File: src/rtl/reg_readback_pkg.sv
// reg_readback_pkg: shared state encoding and bank size defaults for reg_readback
package reg_readback_pkg;
  localparam int NUM_REGS_DEF = 4;
  localparam int WIDTH_DEF = 8;
  typedef enum logic [1:0] {IDLE, SEND, DONE} state_t;
endpackage

File: src/rtl/next_set_bit.sv
// next_set_bit: lowest set mask bit at or above 0 (first) or strictly above from
module next_set_bit
  import reg_readback_pkg::*;
#(
  parameter int N = NUM_REGS_DEF,
  localparam int IW = N > 1 ? $clog2(N) : 1
) (
  input  logic [N-1:0]  mask,
  input  logic [IW-1:0] from,
  input  logic          first,
  output logic [IW-1:0] idx,
  output logic          found
);
  // scan downwards so the lowest qualifying bit is the one left standing
  always_comb begin
    idx = '0;
    found = 1'b0;
    for (int i = N - 1; i >= 0; i--)
      if (mask[i] && (first || i > int'(from))) begin
        idx = IW'(i);
        found = 1'b1;
      end
  end
endmodule

File: src/rtl/reg_readback.sv
// reg_readback: snapshot a register bank and stream the selected bytes out
module reg_readback
  import reg_readback_pkg::*;
#(
  parameter int NUM_REGS = NUM_REGS_DEF,
  parameter int WIDTH = WIDTH_DEF,
  localparam int IW = NUM_REGS > 1 ? $clog2(NUM_REGS) : 1
) (
  input  logic                      clk,
  input  logic                      reset,
  input  logic                      start,
  input  logic [NUM_REGS-1:0]       sel_mask,
  input  logic [NUM_REGS*WIDTH-1:0] reg_bank_in,
  input  logic                      abort,
  input  logic                      rd_ready,
  output logic [WIDTH-1:0]          rd_data,
  output logic [IW-1:0]             rd_idx,
  output logic                      rd_valid,
  output logic                      rd_last,
  output logic                      busy,
  output logic                      done
);
  state_t state, state_d;
  logic [NUM_REGS*WIDTH-1:0] bank_sh, src;
  logic [NUM_REGS-1:0] mask_sh, m;
  logic [IW-1:0] n_idx, idx_d;
  logic [WIDTH-1:0] data_d;
  logic n_found, first, cap, tail, valid_d, last_d, busy_d, done_d;
  // in IDLE look at the live inputs so the first beat is ready right after capture
  assign first = state == IDLE;
  assign m = first ? sel_mask : mask_sh;
  assign src = first ? reg_bank_in : bank_sh;
  assign cap = first && start && !abort && n_found;
  // the chosen bit is set, so nothing above it means the shifted mask is exactly 1
  assign tail = (m >> n_idx) == NUM_REGS'(1);
  next_set_bit #(.N(NUM_REGS)) u_nsb (
    .mask(m),
    .from(rd_idx),
    .first(first),
    .idx(n_idx),
    .found(n_found)
  );
  // state register
  always_ff @(posedge clk or negedge reset)
    if (!reset) state <= IDLE;
    else state <= state_d;
  // next state: abort wins over start and over a simultaneous transfer
  always_comb begin
    state_d = state;
    case (state)
      IDLE: state_d = cap ? SEND : IDLE;
      SEND: state_d = abort ? IDLE : (rd_ready && rd_last) ? DONE : SEND;
      default: state_d = IDLE;
    endcase
  end
  // next values of the registered outputs; hold unless something happens
  always_comb begin
    idx_d = rd_idx;
    data_d = rd_data;
    valid_d = rd_valid;
    last_d = rd_last;
    busy_d = busy;
    done_d = 1'b0;
    case (state)
      IDLE: begin
        done_d = start && !abort && !n_found;
        if (cap) begin
          idx_d = n_idx;
          data_d = src[n_idx*WIDTH +: WIDTH];
          valid_d = 1'b1;
          last_d = tail;
          busy_d = 1'b1;
        end
      end
      SEND:
        if (abort) begin
          valid_d = 1'b0;
          last_d = 1'b0;
          busy_d = 1'b0;
        end else if (rd_ready && rd_last) begin
          valid_d = 1'b0;
          last_d = 1'b0;
          done_d = 1'b1;
        end else if (rd_ready) begin
          idx_d = n_idx;
          data_d = src[n_idx*WIDTH +: WIDTH];
          last_d = tail;
        end
      default: begin
        valid_d = 1'b0;
        last_d = 1'b0;
        busy_d = 1'b0;
      end
    endcase
  end
  // shadow copy taken only when a readout is accepted
  always_ff @(posedge clk or negedge reset)
    if (!reset) begin
      bank_sh <= '0;
      mask_sh <= '0;
    end else if (cap) begin
      bank_sh <= reg_bank_in;
      mask_sh <= sel_mask;
    end
  // output registers
  always_ff @(posedge clk or negedge reset)
    if (!reset) begin
      rd_data <= '0;
      rd_idx <= '0;
      rd_valid <= 1'b0;
      rd_last <= 1'b0;
      busy <= 1'b0;
      done <= 1'b0;
    end else begin
      rd_data <= data_d;
      rd_idx <= idx_d;
      rd_valid <= valid_d;
      rd_last <= last_d;
      busy <= busy_d;
      done <= done_d;
    end
endmodule

File: config.mk
export PLATFORM = sky130hd
export DESIGN_NAME = reg_readback
export DESIGN_NICKNAME = d
export VERILOG_FILES = /design/src/rtl/reg_readback_pkg.sv /design/src/rtl/next_set_bit.sv /design/src/rtl/reg_readback.sv
export SDC_FILE = /design/constraint.sdc
export NUM_CORES = 1
export LEC_CHECK = 0
export ABC_AREA = 1
export BUFFER_PORTS_ARGS = -buffer_cell sky130_fd_sc_hd__clkbuf_2
export CAP_MARGIN = 20
export CORE_MARGIN = 2
export CORE_UTILIZATION = 56
export DETAILED_ROUTE_END_ITERATION = 7
export GPL_ROUTABILITY_DRIVEN = 0
export PLACE_DENSITY = 0.78
export SLEW_MARGIN = 15
export SYNTH_ARGS = -nofsm -noshare
export SYNTH_HDL_FRONTEND = slang
export SYNTH_SLANG_ARGS = --single-unit
File: constraint.sdc
create_clock -name clk -period 2.3 [get_ports clk]
set_input_delay 0.46 -clock clk [delete_from_list [all_inputs] [get_ports clk]]
set_output_delay 0.46 -clock clk [all_outputs]
set_load 0.01 [all_outputs]
==> results of run 1 <==
## stage by stage
stage / hold slack (ns) / instances
floorplan: 0.1644 / 399
global placement: 0.4618 / 511
detailed placement: 0.4599 / 511
CTS: 0.1852 / 519
global route: 0.2147 / 519
finish: 0.1601 / 519
## synth_stat cells, types with 8 or more instances
master | count | area share [%]
inv_1 | 52 | 6.6
nor2_2 | 9 | 1.9
o21ai_1 | 21 | 3.6
nand2_1 | 112 | 14
nand3_1 | 39 | 6.6
nor2_1 | 20 | 2.5
a21oi_2 | 12 | 3.6
o21ai_0 | 30 | 5.1
dfrtp_1 | 52 | 44
buf_6 | 8 | 3.1
a21oi_1 | 15 | 2.5
## sequential cells by signal (all words and copies together), names as in the netlist
| signal | flops |
|---|---|
| rd_data | 8 |
| done | 1 |
| rd_idx | 2 |
| busy | 1 |
| rd_last | 1 |
| rd_valid | 1 |
| bank_sh | 32 |
| state | 2 |
| mask_sh | 4 |
## worst max-delay path, stage by stage, from the launching register on
cell and delay [ns]:
dfrtp_1 0.42, nor2_4 0.21, nand2_1 0.07, nand2_1 0.10
inv_2 0.05, nand2_2 0.07, nand2_4 0.09, inv_2 0.08
nand2_4 0.06, nand2_4 0.24, nand2_4 0.14, inv_2 0.17
nand2_1 0.08, nand2_1 0.07, inv_1 0.03
## metal layers
metal | track usage [%] | up-vias | part of all wire (%)
met2 | 40.09 | 56 | 49
met3 | 4.147 | 7 | 3.9
met1 | 33.20 | 1179 | 46
met4 | 6.000 | 0 | 1.1
met5 | 0 | - | 0
li1 | - | 1350 | -
## logic make-up after synthesis
logic type / Yosys count / synth area share, %
buffers and inverters: 76 / 12.16
and+or+nand+nor: 192 / 28.81
DFF: 52 / 44.07
AOI/OAI and AO/OA: 79 / 14.96
## worst paths after layout
check	end	slack, ns	from
max	rd_data[3]$_DFFE_PN0P_	0.33	state[0]$_DFF_PN0_
max reg2reg	rd_data[3]$_DFFE_PN0P_	0.33	state[0]$_DFF_PN0_
max in group asynchronous	bank_sh[17]$_DFFE_PN0P_	1.55	reset
min in group clk	bank_sh[24]$_DFFE_PN0P_	0.37	reg_bank_in[24]
min reg2reg	mask_sh[1]$_DFFE_PN0P_	0.48	mask_sh[1]$_DFFE_PN0P_
min	done$_DFF_PN0_	0.16	reset
## power by group
part	internal (W)	switching [W]
Clock	0.000246	0.000294
Sequential	0.00130	0.000192
Combinational	0.000611	0.00112
Total	0.00215	0.00160
## cell type report
class,instances,area share (%)
Tap cell,70,2.628
Clock buffer,8,2.703
Timing Repair Buffer,60,10.21
Sequential cell,52,39.04
Multi-Input combinational cell,271,38.78
Inverter,58,6.644
## placed cells by master (no fill, tap or decap)
master | synthesis | layout
a21oi_2 | 12 | 12
o21ai_1 | 21 | 21
clkbuf_8 | 0 | 6
clkbuf_2 | 0 | 54
clkinv_2 | 1 | 1
inv_4 | 1 | 1
nand3_1 | 39 | 39
inv_2 | 3 | 3
nor2_4 | 1 | 1
nand2_1 | 112 | 112
inv_1 | 52 | 52
buf_12 | 0 | 2
o21ai_0 | 30 | 30
nor2_1 | 20 | 20
clkbuf_1 | 6 | 2
nand2_4 | 4 | 4
o22ai_1 | 1 | 1
nand3_2 | 1 | 1
clkinv_1 | 1 | 1
nor2_2 | 9 | 9
buf_4 | 2 | 4
dfrtp_1 | 52 | 52
a21oi_1 | 15 | 15
nand2_2 | 6 | 6
==> metrics.md, run 1 <==
| Metric | Value |
|---|---|
| Status | `complete, no violations` |
| Rows | `26` |
| Total grt overflow | `0` |
| Unique masters post-synth | `23` |
| Routed wire length | `6534 um` |
| PD cells | `1127 nW/um^2` |
| Final setup viols | `0` |
| H-tree Lvls | `2` |
| Crit Path Max Fanout | `24` |
| RSZ-0062 raised after global routing | `no` |
| WP data arrival | `between 2 and 2.5 ns` |
| Reg2Reg Depth | `14` |
| Post-DP HPWL | `4822 um` |
| Fin worst setup slack | `between 0.3 and 0.4 ns` |
| Worst Tran Pin Value | `approximately 0.65 ns` |
| Slew headroom | `a little under three fifths` |
| Area of the multi-input gates | `roughly 1300 um^2` |
| Post-layout util | `around two thirds` |
| Max-cap viol count | `0` |
| Avg Synthesized Cell Area | `~7.4 um^2` |
| Aggregate global-route resource usage | `between 20% and 30%` |
| Crit. End Element | `flop` |
| Peak Freq | `0.5074 GHz` |
| TritonCTS clock tree | `built` |
| Synth Instances | `roughly 400` |
| Synth async-reset ratio | `100.0%` |
| Final Max Slew Viols | `0` |
| Avg WL per Cell | `12.59 um` |
| Post-synth EDFFs | `0` |
| CTS max path bufs | `2` |
| Layout area overhead | `12.88%` |
| Post-synthesis sequential area ratio | `44.07%` |
| Port buffer count | `54` |
| Placed cell areas | `3243 um^2` |
| Via density | `4.994` |
| Chip width | `around 77 um` |
| Diode count | `0` |
| Fin crit period | `1.971 ns` |
| CTS sink count | `52` |
| Startpoint Class | `flop` |
| Yosys Warn Count | `0` |
| Die area | `5870 um^2` |
| Syn Std Cell Area | `just under 3000 um^2` |
| Place WS | `0.3416 ns` |
| Iteration-0 DRC Markers | `~230` |
| NumNets Final | `between 400 and 500` |
| First-pass GRT wire length | `~11,000 um` |
| Pin count of the biggest net entering global routing | `50` |
| Kind of critical path | `reg -> reg` |
| Number of global-route vias before repair | `approximately 2,400` |
| Cts repair resizes | `0` |
| Cts hold-fix bufs | `0` |
| Most used DFF post-synth | `dfrtp_1` |
| Worst-Skew Late Latency | `~0.31 ns` |
| Vias | `between 2,000 and 3,000` |
| DR pass1 iterations | `4` |
| Starting Density | `about 58%` |
| Net count after synthesis | `440` |
| HP Class | `in -> async` |
| Leakage | `1.872 nW` |
| DRT antenna net count | `0` |
| Post-layout instance area | `between 3000 and 4000 um^2` |
| Die height | `approximately 77 um` |
| Maximum vdd drop | `just over 0.5 mV` |
| TNS Setup | `0 ns` |
| Initial antenna violation count | `0` |
| Fillers | `475` |
| Clock buffer count from CTS | `5` |
| Share of layout cells above drive strength 1 | `between 20% and 30%` |
| DRC errors left | `0` |
| Worst path required time | `around 2.5 ns` |
| Root Buffer | `clkbuf_8` |
| Clk_skew | `0.005585 ns` |
| Overall power | `0.003756 W` |
| Crit share post-route | `between 80% and 90%` |
| Ports | `55` |
| Reg clk slew, reported paths | `about 0.090 ns` |
| FF+latch count, synth | `52` |
| FF/Latch Area | `1301 um^2` |
| Post-CTS setup buffers | `0` |
| Core outline area | `a little over 5000 um^2` |
| Hold Vio Cnt, Final | `0` |
(Power assumes the default switching activity.)
==> inputs of run 2 (changes only) <==
- CELL_PAD_IN_SITES_DETAIL_PLACEMENT: default -> 0
- CELL_PAD_IN_SITES_GLOBAL_PLACEMENT: default -> 1
- CORE_UTILIZATION: 56 -> 40
==> run 2 against run 1 <==
Utilization down 19 points. Sequential power about the same. Final area up 0.26%. Clock power up 3%. Sequential cell count unchanged. Count of clock-buffer cells in the layout unchanged. Non-clock buffer count down 2. Highest routed layer unchanged.
==> metrics.md, run 2 (same netlist as run 1, synthesis figures left out) <==
| Metric | Value |
|---|---|
| Status | `complete, no violations` |
| Total grt overflow | `0` |
| Share of layout cells above drive strength 1 | `a little under a quarter` |
| DRC errors left | `0` |
| TritonCTS clock tree | `built` |
| Cts repair resizes | `0` |
| Leakage | `about 1.9 nW` |
| Clk_skew | `roughly 0.009 ns` |
| Post-CTS setup buffers | `0` |
| CTS sink count | `between 50 and 60` |
| Max reg flops | `32` |
| Peak Freq | `around 0.50 GHz` |
| Rows | `31` |
| Slew headroom | `between 50% and 60%` |
| Port buffer count | `54` |
| Avg WL per Cell | `12.58 um` |
| Starting Density | `around two fifths` |
| Die height | `between 80 and 90 um` |
| Via density | `between 4 and 5` |
| Reg clk slew, reported paths | `0.10 ns` |
| CTS max path bufs | `2` |
| Most common library cell in the layout ignoring fill and taps | `nand2_1` |
| Finished Layout Cells | `roughly 550` |
| Fin crit period | `between 1.5 and 2 ns` |
| Met3 GRT Util | `under 10%` |
| Final setup viols | `0` |
| Cts hold-fix bufs | `0` |
| Clock buffer count from CTS | `5` |
| Met1 usage | `between 20% and 30%` |
| Maximum vdd drop | `a little over 0.4 mV` |
| Routed wire length | `6870 um` |
| Most frequent cells in the layout | `nand2_1, clkbuf_2, inv_1, dfrtp_1, nand3_1` |
| Root Buffer | `clkbuf_8` |
| Post-DP HPWL | `about 5000 um` |
| Biggest regs | `bank_sh (32), rd_data (8), mask_sh (4)` |
| TNS Setup | `0 ns` |
| DRT antenna net count | `0` |
| Aggregate global-route resource usage | `around 18%` |
| Worst Tran Pin Value | `around 0.66 ns` |
| Worst-Skew Late Latency | `between 0.3 and 0.4 ns` |
| Area of the multi-input gates | `between 1000 and 1500 um^2` |
| CP startpoint | `state[0]$_DFF_PN0_` |
| Fillers | `approximately 780` |
| Largest Register | `bank_sh` |
| Global route hottest layer | `met2` |
| H-tree Lvls | `2` |
| Kind of critical path | `reg -> reg` |
| Worst path required time | `2.50 ns` |
| HP Class | `in -> async` |
| PD cells | `between 1000 and 1500 nW/um^2` |
| Crit Path Max Fanout | `14` |
| Crit share post-route | `86.86%` |
| Hold Vio Cnt, Final | `0` |
| Layout area overhead | `13.18%` |
| Startpoint Class | `flop` |
| NumNets Final | `487` |
| DR pass1 iterations | `4` |
| Iteration-0 DRC Markers | `between 100 and 150` |
| Placed cells | `538` |
| Initial antenna violation count | `0` |
| Number of global-route vias before repair | `2,522` |
| Diode count | `0` |
| Die area | `approximately 8000 um^2` |
| Core outline area | `7214 um^2` |
| Vias | `2,550` |
| FF/Latch Area | `approximately 1300 um^2` |
| Met2 capacity usage during global routing | `between 20 and 30%` |
| Ports | `between 50 and 60` |
| Chip width | `roughly 90 um` |
| WP data arrival | `between 2 and 2.5 ns` |
| Final Max Slew Viols | `0` |
| FF-to-FF Start | `state[0]$_DFF_PN0_` |
| First-pass GRT wire length | `approximately 12,000 um` |
| Crit. End Element | `flop` |
| Max-cap viol count | `0` |
| Pin count of the biggest net entering global routing | `68` |
| RSZ-0062 raised after global routing | `no` |
-- run 2: final timing paths --
check                                          endpoint  slack [ns]  cells after the start
worst min-delay path                     done$_DFF_PN0_        0.26                      2
worst max-delay path             rd_data[7]$_DFFE_PN0P_        0.30                     12
max in group asynchronous        bank_sh[3]$_DFFE_PN0P_        1.59                      2
worst max register to register   rd_data[7]$_DFFE_PN0P_        0.30                     12
worst min register to register   rd_data[6]$_DFFE_PN0P_        0.49                      2
min in group clk                bank_sh[12]$_DFFE_PN0P_        0.38                      3
-- run 2: critical path, cell delays in order, from the launching register on --
cell and delay (ns):
dfrtp_1 0.43, inv_1 0.10, nand2_2 0.11, nor2_1 0.14, clkinv_2 0.16, nand2_2 0.12, inv_4 0.07, nand2_2 0.23
inv_1 0.16, nand3_1 0.11, nand2_1 0.11, nand2_1 0.09, nand2_1 0.05
-- run 2: final cells by class --
| class | count | area share, % |
|---|---|---|
| clock buffers | 8 | 2.696 |
| multi-input cells | 271 | 38.67 |
| inverters | 58 | 6.627 |
| flip-flops and latches | 52 | 38.94 |
| repair buffers | 58 | 9.360 |
| well taps | 99 | 3.706 |
-- run 2: per-layer routing --
layer | routed length, um | part of all wire [%]
met5 | 0 | 0
met3 | 239 | 3.5
met2 | 3060 | 45
met1 | 3481 | 51
met4 | 89 | 1.3
-- run 2: through the flow --
stage | setup slack [ns] | cell area (um^2) | power (W) | hold WS (ns) | util, %
2_1_floorplan | 0.6621 | 2953 | 0.002774 | 0.1644 | -
3_3_place_gp | 0.3604 | 3252 | 0.003197 | 0.4590 | 45.07
3_5_place_dp | 0.3502 | 3252 | 0.003231 | 0.4682 | 45.07
4_1_cts | 0.3277 | 3342 | 0.003790 | 0.3015 | 46.32
5_1_grt | 0.09577 | 3342 | 0.004128 | 0.3310 | 46.32
6_report | 0.3022 | 3342 | 0.003754 | 0.2622 | 46.32
-- run 2: power breakdown --
part | total (W) | internal (W) | switching (W)
combinational | 0.00171 | 0.000602 | 0.00111
clock | 0.000557 | 0.000247 | 0.000310
sequential | 0.00148 | 0.00130 | 0.000187
